===== config.mk =====
export PLATFORM = sky130hd
export DESIGN_NAME = mem_arbiter
export DESIGN_NICKNAME = d
export VERILOG_FILES = /design/src/rtl/mem_arbiter.sv
export SDC_FILE = /design/constraint.sdc
export NUM_CORES = 1
export LEC_CHECK = 0
export BUFFER_PORTS_ARGS = -buffer_cell sky130_fd_sc_hd__clkbuf_2
export CORE_AREA = 2 2 72 74
export DETAILED_ROUTE_END_ITERATION = 10
export DIE_AREA = 0 0 74 76
export GPL_ROUTABILITY_DRIVEN = 1
export GPL_TIMING_DRIVEN = 0
export HOLD_SLACK_MARGIN = 0.02
export PLACE_DENSITY = 0.92
export SYNTH_ARGS = -nofsm -noshare
export SYNTH_HDL_FRONTEND = slang
export SYNTH_SLANG_ARGS = --single-unit

===== constraint.sdc =====
create_clock -name clk -period 4.8 [get_ports clk]
set_input_delay 0.96 -clock clk [delete_from_list [all_inputs] [get_ports clk]]
set_output_delay 0.96 -clock clk [all_outputs]
set_load 0.05 [all_outputs]

===== src/rtl/mem_arbiter.sv =====
`default_nettype none
// ============================================================================
//  Module   : mem_arbiter
//  Purpose  : Shares a single-port memory between the CPU core and a DMA /
//             loader port. Each requester uses a req/ack handshake. Ties are
//             broken round-robin. Only one memory operation is in flight at a
//             time: IDLE -> ISSUE -> WAIT (reads only) -> ACK -> IDLE.
//  Ports    : clk, reset              clock, synchronous active-high reset
//             cpu_req/we/addr/wdata   CPU request; held until cpu_ack
//             cpu_ack, cpu_rdata      CPU completion pulse, read data (held)
//             dma_*                   same set for the DMA / loader port
//             mem_en/we/addr/wdata    registered memory command
//             mem_rdata               memory read data, RD_LATENCY after issue
//             owner                   0 = CPU, 1 = DMA; current/last grant
//  Revision : 1.0  initial release
// ============================================================================
module mem_arbiter #(
    parameter int ADDR_W     = 16,
    parameter int DATA_W     = 8,
    parameter int RD_LATENCY = 1
) (
    input  logic              clk,
    input  logic              reset,
    input  logic              cpu_req,
    input  logic              cpu_we,
    input  logic [ADDR_W-1:0] cpu_addr,
    input  logic [DATA_W-1:0] cpu_wdata,
    output logic              cpu_ack,
    output logic [DATA_W-1:0] cpu_rdata,
    input  logic              dma_req,
    input  logic              dma_we,
    input  logic [ADDR_W-1:0] dma_addr,
    input  logic [DATA_W-1:0] dma_wdata,
    output logic              dma_ack,
    output logic [DATA_W-1:0] dma_rdata,
    output logic              mem_en,
    output logic              mem_we,
    output logic [ADDR_W-1:0] mem_addr,
    output logic [DATA_W-1:0] mem_wdata,
    input  logic [DATA_W-1:0] mem_rdata,
    output logic              owner
);

    typedef enum logic [1:0] {
        ST_IDLE  = 2'd0,
        ST_ISSUE = 2'd1,
        ST_WAIT  = 2'd2,
        ST_ACK   = 2'd3
    } state_t;

    // RD_LATENCY is limited to 1..4, so the countdown fits in two bits.
    localparam logic [1:0] c_LAT_INIT = 2'(RD_LATENCY - 1);

    state_t              r_state;
    state_t              w_state_next;
    logic                r_we;
    logic [1:0]          r_lat_cnt;
    logic                r_owner;
    logic                r_mem_en;
    logic                r_mem_we;
    logic [ADDR_W-1:0]   r_mem_addr;
    logic [DATA_W-1:0]   r_mem_wdata;
    logic [DATA_W-1:0]   r_cpu_rdata;
    logic [DATA_W-1:0]   r_dma_rdata;

    logic                w_grant;
    logic                w_grant_dma;
    logic                w_capture;
    logic                w_sel_we;
    logic [ADDR_W-1:0]   w_sel_addr;
    logic [DATA_W-1:0]   w_sel_wdata;

    // ------------------------------------------------------------------
    // Next-state and grant decision
    // ------------------------------------------------------------------
    always_comb begin
        w_state_next = r_state;
        w_grant      = 1'b0;
        w_grant_dma  = r_owner;
        w_capture    = 1'b0;
        case (r_state)
            ST_IDLE: begin
                if (cpu_req || dma_req) begin
                    w_grant      = 1'b1;
                    // On contention the port that did not own the last
                    // grant wins; otherwise the sole requester wins.
                    w_grant_dma  = (cpu_req && dma_req) ? ~r_owner : dma_req;
                    w_state_next = ST_ISSUE;
                end
            end
            ST_ISSUE: begin
                w_state_next = r_we ? ST_ACK : ST_WAIT;
            end
            ST_WAIT: begin
                if (r_lat_cnt == 2'd0) begin
                    w_capture    = 1'b1;
                    w_state_next = ST_ACK;
                end
            end
            ST_ACK: begin
                // Requests are deliberately not sampled here; the requester
                // re-presents in the following IDLE cycle.
                w_state_next = ST_IDLE;
            end
            default: begin
                w_state_next = ST_IDLE;
            end
        endcase
    end

    assign w_sel_we    = w_grant_dma ? dma_we    : cpu_we;
    assign w_sel_addr  = w_grant_dma ? dma_addr  : cpu_addr;
    assign w_sel_wdata = w_grant_dma ? dma_wdata : cpu_wdata;

    // ------------------------------------------------------------------
    // State register
    // ------------------------------------------------------------------
    always_ff @(posedge clk) begin
        if (reset) begin
            r_state <= ST_IDLE;
        end else begin
            r_state <= w_state_next;
        end
    end

    // ------------------------------------------------------------------
    // Command latch, latency counter and read-data capture
    // ------------------------------------------------------------------
    always_ff @(posedge clk) begin
        if (reset) begin
            r_we        <= 1'b0;
            r_lat_cnt   <= 2'd0;
            r_owner     <= 1'b1;   // DMA as last owner lets the CPU win the first tie
            r_mem_en    <= 1'b0;
            r_mem_we    <= 1'b0;
            r_mem_addr  <= '0;
            r_mem_wdata <= '0;
            r_cpu_rdata <= '0;
            r_dma_rdata <= '0;
        end else begin
            // mem_en/mem_we are high only during the ISSUE cycle.
            r_mem_en <= 1'b0;
            r_mem_we <= 1'b0;

            if (w_grant) begin
                r_owner     <= w_grant_dma;
                r_we        <= w_sel_we;
                r_mem_en    <= 1'b1;
                r_mem_we    <= w_sel_we;
                r_mem_addr  <= w_sel_addr;
                r_mem_wdata <= w_sel_wdata;
            end

            if (r_state == ST_ISSUE) begin
                r_lat_cnt <= c_LAT_INIT;
            end else if ((r_state == ST_WAIT) && (r_lat_cnt != 2'd0)) begin
                r_lat_cnt <= r_lat_cnt - 2'd1;
            end

            if (w_capture) begin
                if (r_owner) begin
                    r_dma_rdata <= mem_rdata;
                end else begin
                    r_cpu_rdata <= mem_rdata;
                end
            end
        end
    end

    assign cpu_ack   = (r_state == ST_ACK) && !r_owner;
    assign dma_ack   = (r_state == ST_ACK) &&  r_owner;
    assign cpu_rdata = r_cpu_rdata;
    assign dma_rdata = r_dma_rdata;
    assign mem_en    = r_mem_en;
    assign mem_we    = r_mem_we;
    assign mem_addr  = r_mem_addr;
    assign mem_wdata = r_mem_wdata;
    assign owner     = r_owner;

endmodule
`default_nettype wire


Word-level counts from Yosys, hierarchy flattened --
Cells that the tools add are included.
Cells by class: add/sub/neg operators 1, equal/unequal tests 5, muxes and demuxes 15, bitwise gates (word level) 2, reductions and logical operators 14
Operator list (count):
- $mux 16 | 1
- $mux 1 | 10
- $mux 8 | 1
- $pmux 2 s4 | 1
- $reduce_and 2->1 | 3
- $eq 2x2->1 const B | 2
- $logic_and 1x1->1 | 4
- $logic_not 2->1 | 2
- $mux 2 | 2
- $ne 2x2->1 const B | 2
- $reduce_or 2->1 | 2
- $eq 2x1->1 const B | 1
- $not 1->1 | 2
- $reduce_bool 2->1 | 1
- $sub 2x1->2 const B | 1
- $logic_not 1->1 | 1
- $logic_or 1x1->1 | 1
Storage, ports and cells: bits in registers 48, output and inout bits 45

Depth between registers and ports, before layout --
word-level depth 5, mapped depth 8

Least setup slack after synthesis --
No wires, ideal clock.
path kind reg-to-output, from reg with a tool-made name, to out cpu_ack, arrival 1.281 ns, required time 3.840 ns, slack 2.559 ns, cell stages (with the launch flop) 2, cells stage by stage dfxtp_1 > nor2b_1
RTL lines:
- to (decl) | line 28 | output logic cpu_ack,

Final worst setup path --
from reg r_state[0], to out cpu_ack
On the way: cells in the longest elaborated chain, start to end 2
RTL lines:
- from (decl) | line 54 | state_t r_state;
- from (signal assigned) | line 122 | r_state <= w_state_next;
- $eq 2x2->1 | line 170 | assign cpu_ack = (r_state == ST_ACK) && !r_owner;
- $logic_and 1x1->1 | line 170
No other way between the ends.

==> summary.txt <==
outcome: completed
flop-to-flop setup slack: 2810 ps
async set or reset register ratio after synthesis: 0%
R2R Path End: mem_addr[14]
Syn Std Cell Area: 2415 um2
power per cell area: 693.2 nW/um2
critical path required time: 3840 ps
cell count after synthesis: 262
Post-Syn Nets: 330
Total GRT Usage: 21.66%
CTS sink count: 48
crit path max fanout: 4
Max-Cap Viols: 0
hold endpoint: dma_rdata[1]
worst hold path depth: 2
final setup TNS: 0 ps
Unique masters post-synth: 39
hold crit path type: reg2reg
synthesis-to-finish area growth: 30.00%
crit end category: output port
register area: 960.9 um2
drt first pass iters: 4
largest net degree at the start of global routing: 16
Core ar.: 4912 um2
Crit path arrival time: 1280 ps
EDFF count, synth: 0
Final WS setup: 2563 ps
GP Congestion: 0.7947
pre-CTS WS: 2499 ps
Seq/Total Area, Yosys: 39.79%
initial drt markers: 80
ys flop type: dfxtp_1
deepest clock path buffer count: 2
clk_skew: 9.107 ps
via/cell ratio: 5.074
Final #Nets: 442
DR WL/cell: 13.27 um
Resized cells post-CTS: 0
Reg-to-Reg Start: r_state[0]
die area: 5624 um2
initial antenna violation count: 0
filler instances: 412
worst setup path class: reg2out
P_leak: 1.638 nW
global-route wire length before repair: 9756 um
Initial Util: 49.16%
Slew headroom: 65.57%
fin crit share: 46.59%
Die Wd: 74 um
Period minus WS final: 2237 ps
drc violations: 0
Slew Viols, Final: 0
# setup viols final: 0
PortBufs: 105
Detail Route Antenna Nets: 0
RSZ-0062 raised after global routing: false
Tightest Pin Transition: 515.0 ps
IO Count: 107
Peak VDD IR: 402.5 uV
# rows: 26
number of global-route vias before repair: 2,151
drt total wl: 5906 um
Final Hold Fails: 0
H-tree Lvls: 2
hold_sp: dma_rdata[1]
# diodes: 0
Reg clk slew, reported paths: 90 ps
Post-CTS Setup Bufs: 0
via count: 2,258
register bit total from synthesis: 48
CTS root buf: clkbuf_8
share of layout cells above drive strength 1: 36.27%
CTS buffer count: 5
total global routing overflow: 0
reg2reg path depth: 6
Post-DP HPWL: 4377 um
CP Launch Type: register
fmax: 0.4471 GHz
Overall Power: 2.176 mW
CTS tree: yes
# hold bufs at CTS: 0
Ys Warns: 0
final core occ: 63.91%
Die Ht: 76 um
footprint of the multi-input gates: 1040 um2
Synth Area per Inst: 9.217 um2
Clock Latency Late Sink: 300 ps
[final cells by class]
class,count,area share (%)
Clock inverter,3,1.355
Multi-Input combinational cell,140,33.12
Tap cell,70,2.790
Buffer,22,6.975
Inverter,52,6.218
Sequential cell,48,30.61
Clock buffer,5,2.192
Timing Repair Buffer,105,16.74
[placed cells by master, fill, tap and decap left out, drive strengths merged, types with 2 or more instances in the layout]
master,count
a21oi,26
a311oi,2
buf,8
clkbuf,123
dfxtp,48
ha,6
inv,52
mux2i,16
nand3,2
nor2,19
nor2b,2
o211ai,24
o21ai,2
o311a,24
or2,2
or3b,2
[state kept, by name, indices dropped and copies added (netlist names), named ones only]
name	cells
mem_addr	16
cpu_rdata	8
dma_rdata	8
mem_wdata	8
r_lat_cnt	2
r_state	2
mem_en	1
mem_we	1
r_we	1
[synth_stat cells, types with 2 or more instances]
library cell	count	area, um2
buf_8	2	30.03
buf_6	3	33.78
o311a_2	5	56.30
o311a_1	19	190.2
inv_1	52	195.2
a21oi_1	25	125.1
nor2_1	19	71.32
clkbuf_8	8	110.1
nand3_1	2	10.01
clkbuf_1	5	18.77
o211ai_1	24	180.2
ha_1	6	75.07
buf_2	2	10.01
dfxtp_1	48	960.9
a311oi_1	2	17.52
mux2i_1	16	160.2
nor2b_1	2	12.51
[through the flow]
step | hold slack, ps | instance area (um2) | cells
3_3_place_gp | 474.1 | 3028 | 437
6_report | 500.6 | 3139 | 445
5_1_grt | 536.1 | 3139 | 445
3_5_place_dp | 485.6 | 3028 | 437
4_1_cts | 507.6 | 3139 | 445
2_1_floorplan | 477.1 | 2415 | 262
[layer usage]
layer / vias to the layer above / routed length, um / track usage, %
met5: - / 0 / 0
li1: 1135 / - / -
met2: 83 / 2846 / 37.41
met4: 0 / 62 / 4.909
met3: 7 / 397 / 5.291
met1: 1033 / 2599 / 26.75
[cell families (layout without fill, tap and decap cells)]
logic type	count (synthesis)	after routing	synth area share, %
AND/OR/NAND/NOR	33	33	6.737
XOR/XNOR	1	1	0.3628
buffers and inverters	74	187	17.15
flip-flops	48	48	39.79
adder cells (fa/ha/maj)	6	6	3.109
multiplexers	16	16	6.632
AO/OA/AOI/OAI	84	84	26.22
[power by group]
part	internal [mW]	switching [mW]
Sequential	0.531	0.0752
Combinational	0.422	0.858
Clock	0.154	0.135
[worst max path at each step]
| stage | end | start | cells past startpoint |
|---|---|---|---|
| 2_1_floorplan | cpu_ack | register | 1 |
| 3_3_place_gp | mem_wdata[3] | dma_req | 5 |
| 3_5_place_dp | mem_addr[13] | dma_req | 5 |
| 4_1_cts | cpu_ack | r_state[0] | 3 |
| 5_1_grt | cpu_ack | r_state[0] | 3 |
| 6_report | cpu_ack | r_state[0] | 3 |
[worst max-delay path: stages (launching register included)]
cell      delay [ps]
dfxtp_1          390
ha_1             180
nor2b_1          130
clkbuf_2         280
No activity file was read; power rests on OpenSTA's default activity.
